==> config.mk <==
export PLATFORM = sky130hd
export DESIGN_NAME = keypad_scanner_flat
export DESIGN_NICKNAME = d
export VERILOG_FILES = /design/src/rtl/keypad_scanner_if.sv /design/src/rtl/keypad_scanner.sv /design/src/flat_wrapper.sv
export SDC_FILE = /design/constraint.sdc
export NUM_CORES = 1
export LEC_CHECK = 0
export ABC_CLOCK_PERIOD_IN_PS = 3350
export CORE_ASPECT_RATIO = 1.2
export CORE_MARGIN = 2
export CORE_UTILIZATION = 45
export CTS_CLUSTER_SIZE = 12
export DETAILED_ROUTE_END_ITERATION = 10
export MAX_ROUTING_LAYER = met4
export PLACE_DENSITY_LB_ADDON = 0.12
export SYNTH_ARGS = -nofsm -noshare
export SYNTH_HDL_FRONTEND = slang
export SYNTH_SLANG_ARGS = --single-unit
==> constraint.sdc <==
create_clock -name clk -period 3.35 [get_ports clk]
set_clock_uncertainty 0.05 [all_clocks]
set_input_delay 0.335 -clock clk [delete_from_list [all_inputs] [get_ports clk]]
set_output_delay 0.335 -clock clk [all_outputs]
set_load 0.02 [all_outputs]
==> src/rtl/keypad_scanner_if.sv <==
`default_nettype none
// ============================================================================
// Module   : keypad_scanner_if
// Brief    : Key-event handshake between the keypad scanner and its consumer.
// Revision : 1.0 - initial release
// ============================================================================
interface keypad_scanner_if;
    logic       key_valid;
    logic [3:0] key_code;
    logic       key_ready;

    modport master (output key_valid, output key_code, input key_ready);
    modport slave  (input key_valid, input key_code, output key_ready);
endinterface
`default_nettype wire

==> src/rtl/keypad_scanner.sv <==
`default_nettype none
// ============================================================================
// Module   : keypad_scanner
// Brief    : 4x4 hex keypad row scanner with debounce, key-event handshake
//            and a four-digit hex entry register.
// Revision : 1.0 - initial release
// ============================================================================
module keypad_scanner #(
    parameter int SCAN_DIV       = 50000,
    parameter int DEBOUNCE_SCANS = 4
) (
    input  wire logic        clk,
    input  wire logic        reset,
    input  wire logic [3:0]  col_sense,
    input  wire logic        clear_number,
    output logic      [3:0]  row_drive,
    output logic             key_pressed,
    output logic      [15:0] entered_number,
    output logic             overflow,
    keypad_scanner_if.master key_if
);

    localparam int TIMER_W = $clog2(SCAN_DIV);
    localparam int CNT_W   = $clog2(DEBOUNCE_SCANS + 1);
    localparam logic [TIMER_W-1:0] TIMER_LAST = TIMER_W'(SCAN_DIV - 1);
    localparam logic [CNT_W-1:0]   CNT_DONE   = CNT_W'(DEBOUNCE_SCANS);
    localparam logic [CNT_W-1:0]   CNT_ONE    = CNT_W'(1);
    localparam bit                 SINGLE     = (DEBOUNCE_SCANS == 1);

    typedef enum logic [1:0] {
        ST_IDLE        = 2'd0,
        ST_DEB_PRESS   = 2'd1,
        ST_PRESSED     = 2'd2,
        ST_DEB_RELEASE = 2'd3
    } state_t;

    function automatic logic [3:0] key_map(input logic [1:0] r, input logic [1:0] c);
        logic [3:0] k;
        k = 4'h0;
        case ({r, c})
            4'h0: k = 4'h1;  4'h1: k = 4'h2;  4'h2: k = 4'h3;  4'h3: k = 4'hA;
            4'h4: k = 4'h4;  4'h5: k = 4'h5;  4'h6: k = 4'h6;  4'h7: k = 4'hB;
            4'h8: k = 4'h7;  4'h9: k = 4'h8;  4'hA: k = 4'h9;  4'hB: k = 4'hC;
            4'hC: k = 4'hE;  4'hD: k = 4'h0;  4'hE: k = 4'hF;  4'hF: k = 4'hD;
        endcase
        return k;
    endfunction

    logic [3:0]         col_meta_q, col_sync_q;
    logic [TIMER_W-1:0] timer_q, timer_d;
    logic [1:0]         row_q, row_d;
    logic               found_q, found_d;
    logic [3:0]         found_key_q, found_key_d;
    logic               scan_done_q, scan_done_d;
    logic               res_valid_q, res_valid_d;
    logic [3:0]         res_key_q, res_key_d;
    state_t             state_q, state_d;
    logic [3:0]         cand_q, cand_d;
    logic [CNT_W-1:0]   cnt_q, cnt_d;
    logic               key_valid_q, key_valid_d;
    logic [3:0]         key_code_q, key_code_d;
    logic [15:0]        number_q, number_d;
    logic               overflow_q, overflow_d;

    logic               w_sample;
    logic [3:0]         w_row_low;
    logic [1:0]         w_col;
    logic               w_emit;
    logic               w_accept;
    logic [CNT_W-1:0]   w_cnt_inc;

    // Row scan: columns are judged in the last cycle of each row period;
    // the first hit of a scan (lowest row, then lowest column) wins.
    always_comb begin
        w_sample    = (timer_q == TIMER_LAST);
        timer_d     = w_sample ? '0 : timer_q + TIMER_W'(1);
        row_d       = w_sample ? row_q + 2'd1 : row_q;
        w_row_low   = ~col_sync_q;
        w_col       = w_row_low[0] ? 2'd0 :
                      w_row_low[1] ? 2'd1 :
                      w_row_low[2] ? 2'd2 : 2'd3;
        found_d     = found_q;
        found_key_d = found_key_q;
        scan_done_d = 1'b0;
        res_valid_d = res_valid_q;
        res_key_d   = res_key_q;
        if (w_sample) begin
            if ((row_q == 2'd0) || !found_q) begin
                found_d     = |w_row_low;
                found_key_d = key_map(row_q, w_col);
            end
            if (row_q == 2'd3) begin
                scan_done_d = 1'b1;
                res_valid_d = found_d;
                res_key_d   = found_key_d;
            end
        end
    end

    always_comb begin
        state_d   = state_q;
        cand_d    = cand_q;
        cnt_d     = cnt_q;
        w_emit    = 1'b0;
        w_cnt_inc = cnt_q + CNT_ONE;
        if (scan_done_q) begin
            case (state_q)
                ST_IDLE: begin
                    if (res_valid_q) begin
                        cand_d = res_key_q;
                        cnt_d  = CNT_ONE;
                        if (SINGLE) begin
                            state_d = ST_PRESSED;
                            w_emit  = 1'b1;
                        end else begin
                            state_d = ST_DEB_PRESS;
                        end
                    end
                end
                ST_DEB_PRESS: begin
                    if (!res_valid_q) begin
                        state_d = ST_IDLE;
                    end else if (res_key_q == cand_q) begin
                        cnt_d = w_cnt_inc;
                        if (w_cnt_inc == CNT_DONE) begin
                            state_d = ST_PRESSED;
                            w_emit  = 1'b1;
                        end
                    end else begin
                        cand_d = res_key_q;
                        cnt_d  = CNT_ONE;
                    end
                end
                ST_PRESSED: begin
                    if (!res_valid_q) begin
                        cnt_d   = CNT_ONE;
                        state_d = SINGLE ? ST_IDLE : ST_DEB_RELEASE;
                    end
                end
                ST_DEB_RELEASE: begin
                    if (res_valid_q) begin
                        state_d = ST_PRESSED;
                    end else begin
                        cnt_d = w_cnt_inc;
                        if (w_cnt_inc == CNT_DONE) begin
                            state_d = ST_IDLE;
                        end
                    end
                end
                default: state_d = ST_IDLE;
            endcase
        end
    end

    // A busy output slot drops the new event, but the digit still enters the number.
    always_comb begin
        w_accept    = key_valid_q && key_if.key_ready;
        key_valid_d = key_valid_q && !w_accept;
        key_code_d  = key_code_q;
        overflow_d  = overflow_q;
        if (w_emit) begin
            if (!key_valid_q || w_accept) begin
                key_valid_d = 1'b1;
                key_code_d  = cand_d;
            end else begin
                overflow_d  = 1'b1;
            end
        end
        number_d = number_q;
        if (clear_number) begin
            number_d = 16'h0000;
        end else if (w_emit) begin
            number_d = {number_q[11:0], cand_d};
        end
    end

    always_ff @(posedge clk) begin
        if (!reset) begin
            col_meta_q  <= 4'hF;
            col_sync_q  <= 4'hF;
            timer_q     <= '0;
            row_q       <= 2'd0;
            found_q     <= 1'b0;
            found_key_q <= 4'h0;
            scan_done_q <= 1'b0;
            res_valid_q <= 1'b0;
            res_key_q   <= 4'h0;
            state_q     <= ST_IDLE;
            cand_q      <= 4'h0;
            cnt_q       <= '0;
            key_valid_q <= 1'b0;
            key_code_q  <= 4'h0;
            number_q    <= 16'h0000;
            overflow_q  <= 1'b0;
        end else begin
            col_meta_q  <= col_sense;
            col_sync_q  <= col_meta_q;
            timer_q     <= timer_d;
            row_q       <= row_d;
            found_q     <= found_d;
            found_key_q <= found_key_d;
            scan_done_q <= scan_done_d;
            res_valid_q <= res_valid_d;
            res_key_q   <= res_key_d;
            state_q     <= state_d;
            cand_q      <= cand_d;
            cnt_q       <= cnt_d;
            key_valid_q <= key_valid_d;
            key_code_q  <= key_code_d;
            number_q    <= number_d;
            overflow_q  <= overflow_d;
        end
    end

    assign row_drive        = ~(4'b0001 << row_q);
    assign key_pressed      = (state_q == ST_PRESSED) || (state_q == ST_DEB_RELEASE);
    assign entered_number   = number_q;
    assign overflow         = overflow_q;
    assign key_if.key_valid = key_valid_q;
    assign key_if.key_code  = key_code_q;

endmodule
`default_nettype wire

==> src/flat_wrapper.sv <==
// flat-port wrapper written by rule: the top's interface ports become plain ports
module keypad_scanner_flat 
#(
    parameter int SCAN_DIV       = 50000,
    parameter int DEBOUNCE_SCANS = 4
)
  (clk, reset, col_sense, clear_number, row_drive, key_pressed, entered_number, overflow, key_if_key_valid, key_if_key_code, key_if_key_ready);
  keypad_scanner_if key_if_i ();
  input  wire logic clk;
  input  wire logic reset;
  input  wire logic [3:0] col_sense;
  input  wire logic clear_number;
  output logic      [3:0] row_drive;
  output logic key_pressed;
  output logic      [15:0] entered_number;
  output logic overflow;
  output wire logic [$bits(key_if_i.key_valid)-1:0] key_if_key_valid;
  output wire logic [$bits(key_if_i.key_code)-1:0] key_if_key_code;
  input wire logic [$bits(key_if_i.key_ready)-1:0] key_if_key_ready;
  assign key_if_key_valid = key_if_i.key_valid;
  assign key_if_key_code = key_if_i.key_code;
  assign key_if_i.key_ready = key_if_key_ready;
  keypad_scanner #(.SCAN_DIV(SCAN_DIV), .DEBOUNCE_SCANS(DEBOUNCE_SCANS)) u_core (.clk(clk), .reset(reset), .col_sense(col_sense), .clear_number(clear_number), .row_drive(row_drive), .key_pressed(key_pressed), .entered_number(entered_number), .overflow(overflow), .key_if(key_if_i));
endmodule
==> key figures, run 1 <==
Outcome
  • Outcome: finished clean

Critical path
  • RR Startpoint: u_core.timer_q[5]
  • Worst EP arrival: 1910 ps
  • CP startpoint kind: register
  • Crit-path cells: inv_1 -> ha_1 -> inv_1 -> clkdlybuf4s50_1
  • Slowest cell delay on critical path: 590 ps
  • Slowest cell on crit path: clkdlybuf4s50_1
  • Required @ worst endpoint: 2960 ps
  • Worst Setup SP: u_core.row_q[0]
  • Crit path kind: reg -> out
  • CP endpoint kind: primary output
  • Max FO, Critical Path: 11
  • Cell mode on critical path: inv_1

Yosys
  • Ys Warns: 0
  • Post-synth EDFFs: 0
  • Post-synthesis mux area share: 0.0885
  • Yosys cell types: 44
  • Largest family of logic cells by synthesized area: simple AND/OR/NAND/NOR gates
  • Main synth FF type: dfxtp_1
  • Avg Cell Area, Syn: 9.24 um2
  • Compound-Gate Fraction of Synth Area: 0.0933
  • Post-synthesis async set-or-reset flop share: 0
  • Syn nets: 327
  • Sequential fraction of the synthesis area: 0.472
  • Synth Area in XOR/XNOR: 0.0577
  • Mapped cell area: 2880 um2
  • Post-Synth Simple-Gate Area: 0.217
  • Post-Synth Adder-Cell Area: 0.0304
  • Yosys reg bits: 68
  • Synthesized instance count: 312

Pwr
  • VDD IR max: 238 uV
  • Power per cell area: 447 nW/um2
  • Int Power: 0.00119 W
  • Leak Pwr: 1.23 nW
  • Power share of the sequential group: 0.524
  • Comb power frac: 0.026
  • Clock power share: 0.450
  • Switching pwr: 0.000378 W
  • Switch share: 0.241

Die
  • DIE HEIGHT: 91.7 um
  • DIE AREA: 7060 um2
  • Core footprint: 6130 um2
  • Site Rows: 31
  • Width of the die: 77.1 um
  • I/O Pins: 35
  • Initial Utilization: 0.470

Final layout
  • Most frequent cells in the layout: dfxtp_1, nand2_1, clkdlybuf4s50_1, nor2_1, mux2i_1
  • Finished Cell Area: 3500 um2
  • Share of layout cells above drive strength 1: 0.0914
  • Antenna cells: 0
  • Area Growth Syn to Fin: 21.5%
  • Commonest non-fill, non-tap cell in the layout: dfxtp_1
  • Final nets: 360

Global routing
  • Initial antenna violation count: 0
  • Largest net degree at the start of global routing: 37
  • First-pass GRT wire length: 9.93 mm
  • Gr busiest metal: met2
  • GR Util met2: 0.269
  • M1 GR Usage: 0.229
  • Grt total ovfl: 0
  • Vias in the first global route: 2169
  • Grt met3 use: 0.0531
  • Total GRT Usage: 0.183

Clock network
  • Root Buffer Master: clkbuf_8
  • Post-CTS setup buffers: 0
  • CTS buffer count: 9
  • Num Clock Sinks: 68
  • Post-CTS sizing: 0
  • H-tree depth: 3
  • CTS tree: yes
  • Clock transition at path regs: 80 ps
  • Clock Latency Late Sink: 350 ps
  • Post-CTS Hold Buffers: 0
  • Clk buf depth: 2

Detailed routing
  • DR WL/cell: 13.3 um
  • Vias: 2232
  • Router iterations before antenna repair: 4
  • Post-route ant nets: 0
  • Total Routed Length: 5.72 mm
  • Initial drt markers: 87
  • Post-DR vias/cell: 5.17
  • DRC: 0

Place
  • Placer Congestion: 0.868
  • Cell Area, Placed: 3300 um2
  • Port bufs: 34
  • Hpwl dp: 3.90 mm

STA
  • Fin. Hold Viols: 0
  • Setup TNS: 0 ps
  • Worst Tran Pin Value: 556 ps
  • Final min period: 2300 ps
  • RSZ-0062 raised after global routing: false
  • Fmax: 0.435 GHz
  • Worst hold slack: 366 ps
  • Max-slew headroom: 0.626
  • Max Slew Vio Count: 0
  • Final Cycle Share: 0.686
  • Final setup fails: 0

Hold path
  • Hold Startpoint: u_core.col_meta_q[0]
  • Type of the tightest min-delay check: reg -> reg

Flow run
  • Max Cap Violations: 0
==> sequential cells by signal, indices dropped and copies added, names as in the netlist, 2 cells and up, named ones only <==
name / flops
u_core.entered_number: 16
u_core.row_q: 2
u_core.found_key_q: 4
u_core.cand_q: 4
u_core.res_key_q: 4
u_core.cnt_q: 3
u_core.key_if.key_code: 4
u_core.timer_q: 16
u_core.col_meta_q: 4
u_core.col_sync_q: 4
==> synth_stat cells, types with 2 or more instances <==
cell type / n / area share
nand2_1: 40 / 0.052
or4_4: 2 / 0.0078
nand4_1: 7 / 0.015
or4_1: 2 / 0.0052
buf_2: 4 / 0.0069
nor2b_1: 4 / 0.0087
o21a_1: 2 / 0.0052
nor2_1: 27 / 0.035
nand2b_1: 14 / 0.030
inv_1: 13 / 0.017
xnor2_1: 17 / 0.052
clkbuf_1: 11 / 0.014
mux2_2: 4 / 0.016
mux2i_1: 21 / 0.073
nand3_1: 9 / 0.016
o22ai_1: 4 / 0.0087
ha_1: 7 / 0.030
xor2_1: 2 / 0.0061
nor4_1: 5 / 0.011
o21ai_0: 7 / 0.012
o211ai_1: 4 / 0.010
o221a_2: 2 / 0.0078
a21oi_1: 8 / 0.014
nor3_1: 8 / 0.014
a211o_1: 2 / 0.0061
dfxtp_1: 68 / 0.47
==> kinds of logic after synthesis <==
group | after synthesis
AND/OR/NAND/NOR | 125
flip-flops | 68
AO/OA/AOI/OAI | 38
buffers and inverters | 30
multiplexers | 25
XOR/XNOR | 19
adder cells (fa/ha/maj) | 7
==> per-layer routing <==
layer / vias up / share of wire
li1: 1139 / -
met1: 1040 / 0.48
met2: 41 / 0.45
met3: 12 / 0.047
met4: 0 / 0.022
met5: - / 0
==> metrics by stage <==
stage	util	std cells	setup WS (ps)	power, W
2_1_floorplan	-	312	1360	0.000865
3_3_place_gp	0.538	416	1240	0.000881
3_5_place_dp	0.538	416	1190	0.000881
4_1_cts	0.571	432	1020	0.00159
5_1_grt	0.571	432	932	0.00163
6_report	0.571	432	1050	0.00157
==> final timing paths <==
kind | end | slack, ps | cells after the start
worst max-delay path | row_drive[0] | 1050 | 4
worst min-delay path | u_core.col_sync_q[0] | 370 | 1
worst min register to register | u_core.col_sync_q[0] | 370 | 1
worst max register to register | u_core.timer_q[13] | 1190 | 4
==> power by group through the flow <==
stage	sequential, W	clock [W]	combinational, W
after detailed placement	0.000840	0	0.0000412
after CTS	0.000821	0.000725	0.0000414
after global placement	0.000840	0	0.0000414
after floorplan	0.000837	0	0.0000282
final	0.000821	0.000705	0.0000404
after global routing	0.000823	0.000761	0.0000464
==> critical path, delay by kind of cell (launching register included) <==
family	cells	cell delay, ps
adders and majority gates	1	250
buffers and inverters	3	790
DFF	1	530
==> area by class of cell <==
cell class | instances | area, um2
Inverter | 14 | 52.6
Tap cell | 82 | 103
Multi-Input combinational cell | 214 | 1410
Clock inverter | 7 | 82.6
Sequential cell | 68 | 1360
Clock buffer | 9 | 124
Timing Repair Buffer | 38 | 370
Fill cell | 604 | 2630
No activity file was read; power rests on OpenSTA's default activity.
==> inputs of run 2 (changes only) <==
--- a/config.mk
+++ b/config.mk
@@ -5,7 +5,7 @@
 export SDC_FILE = /design/constraint.sdc
 export NUM_CORES = 1
 export LEC_CHECK = 0
-export ABC_CLOCK_PERIOD_IN_PS = 3350
+export ABC_CLOCK_PERIOD_IN_PS = 2100
 export CORE_ASPECT_RATIO = 1.2
 export CORE_MARGIN = 2
 export CORE_UTILIZATION = 45
==> constraint.sdc (replaced) <==
create_clock -name clk -period 2.1 [get_ports clk]
set_clock_uncertainty 0.05 [all_clocks]
set_input_delay 0.21 -clock clk [delete_from_list [all_inputs] [get_ports clk]]
set_output_delay 0.21 -clock clk [all_outputs]
set_load 0.02 [all_outputs]
==> run 2 against run 1 <==
- hold slack worse by 8.8 ps
- core utilization is 1.5 points higher
- global-route usage down 0.82 points
- critical path type is now reg -> reg
- combinational power is 86% higher
- wire length decreased by 2.8%
- sequential power grew 60%
- sequential share of layout area decreased by 0.80 points
- largest power group unchanged
- count of clock-buffer cells in the layout is the same
- clock power rose by 57%
- sequential cell count did not move
- final cell count grew 1.9%
==> key figures, run 2 (synthesis gave the netlist of run 1 again) <==
Die
  • Core footprint: 6130 um2
  • I/O Pins: 35
  • Initial Utilization: 0.470
  • Width of the die: 77.1 um
  • DIE AREA: 7060 um2
  • DIE HEIGHT: 91.7 um
  • Site Rows: 31

Clock network
  • H-tree depth: 3
  • CTS buffer count: 9
  • Clk buf depth: 2
  • Root Buffer Master: clkbuf_8
  • Num Clock Sinks: 68
  • Post-CTS Hold Buffers: 0
  • CTS tree: yes
  • Clock Latency Late Sink: 350 ps
  • Clock transition at path regs: 80 ps
  • Post-CTS setup buffers: 0

Detailed routing
  • Total Routed Length: 5.56 mm
  • Post-DR vias/cell: 5.07
  • Vias: 2229
  • Initial drt markers: 101
  • DR WL/cell: 12.6 um
  • DRC: 0
  • Router iterations before antenna repair: 4
  • Post-route ant nets: 0

Flow run
  • Max Cap Violations: 0

Critical path
  • Crit path kind: reg -> reg
  • Worst EP arrival: 2290 ps
  • CP endpoint kind: register
  • Slowest cell on crit path: or4_4
  • Slowest cell delay on critical path: 590 ps
  • CP startpoint kind: register
  • Max FO, Critical Path: 5
  • Required @ worst endpoint: 2350 ps
  • Crit-path cells: or4b_4 -> or4_4 -> a2111oi_2 -> o21a_1

Final layout
  • Area Growth Syn to Fin: 24.6%
  • Non-Filler Instances: 440
  • Antenna cells: 0
  • Fill cell count: 591
  • Most frequent cells in the layout: dfxtp_1, nand2_1, clkdlybuf4s50_1, nor2_1, mux2i_1
  • Commonest non-fill, non-tap cell in the layout: dfxtp_1
  • Final nets: 368
  • Share of layout cells above drive strength 1: 0.120

Pwr
  • Leak Pwr: 1.28 nW
  • VDD IR max: 437 uV
  • Power, Total: 0.00249 W
  • Power per cell area: 693 nW/um2

Global routing
  • Largest net degree at the start of global routing: 37
  • First-pass GRT wire length: 9.50 mm
  • Grt total ovfl: 0
  • Total GRT Usage: 0.174
  • Vias in the first global route: 2072
  • Initial antenna violation count: 0

STA
  • Fin. Hold Viols: 0
  • Fmax: 0.490 GHz
  • Final setup fails: 0
  • Worst Setup Slack, final: 60.2 ps
  • Worst Tran Pin Value: 461 ps
  • Max-slew headroom: 0.692
  • RSZ-0062 raised after global routing: false
  • Final Cycle Share: 0.971
  • Max Slew Vio Count: 0
  • Setup TNS: 0 ps
  • Final min period: 2040 ps

Place
  • Placer Congestion: 0.826
  • Pre-CTS setup slack: 58.1 ps
  • Placed cell count: 424
  • Port bufs: 34
  • Hpwl dp: 3.87 mm

Hold path
  • Type of the tightest min-delay check: reg -> reg

Outcome
  • Outcome: finished clean
run 2: cell types whose count changed in the layout (fill, tap and decap cells not counted), sizes merged:
cell      change
buf           +8
clkinv        +2
clkinvlp      -1
inv           -1
run 2: layout make-up:
class | instances | area (um2) | share of cell area
Tap cell | 82 | 103 | 0.0286
Timing Repair Buffer | 46 | 455 | 0.127
Clock inverter | 7 | 81.3 | 0.0226
Multi-Input combinational cell | 214 | 1410 | 0.392
Inverter | 14 | 52.6 | 0.0146
Clock buffer | 9 | 124 | 0.0345
Sequential cell | 68 | 1370 | 0.381
run 2: power breakdown:
part	switching [W]	internal (W)	leakage (nW)
Clock	0.000541	0.000564	0.101
Combinational	0.0000387	0.0000364	0.632
Sequential	0.0000106	0.00130	0.552
run 2: worst max-delay path: cells and delay by family (launching register included):
kind	cells	cell delay, ps
simple gates	2	1150
flops	1	350
compound gates	2	450
run 2: worst paths after layout:
kind / from / to / slack [ps] / cells after the start
min: u_core.col_meta_q[3] / u_core.col_sync_q[3] / 360 / 1
max: u_core.timer_q[10] / u_core.found_key_q[2] / 60 / 4
max reg2reg: u_core.timer_q[10] / u_core.found_key_q[2] / 60 / 4
min reg2reg: u_core.col_meta_q[3] / u_core.col_sync_q[3] / 360 / 1
run 2: per-stage QoR:
stage / instance area (um2) / hold slack, ps / util
floorplan: 2880 / 261 / -
global placement: 3380 / 339 / 0.552
detailed placement: 3380 / 345 / 0.552
CTS: 3590 / 362 / 0.586
global route: 3590 / 376 / 0.586
finish: 3590 / 358 / 0.586
run 2: per-layer routing:
metal	GRT usage	share of wire	vias to the layer above
met5	-	0	-
met1	0.227	0.50	1017
met2	0.246	0.43	43
li1	-	-	1159
met4	0.0804	0.022	0
met3	0.0571	0.050	10
run 2: repair_timing:
item / 4_1_cts / 5_1_grt
gates resized for setup: 2 / 2
gates cloned: 0 / 0
setup endpoints to repair: 3 / 2
pin swaps: 0 / 1
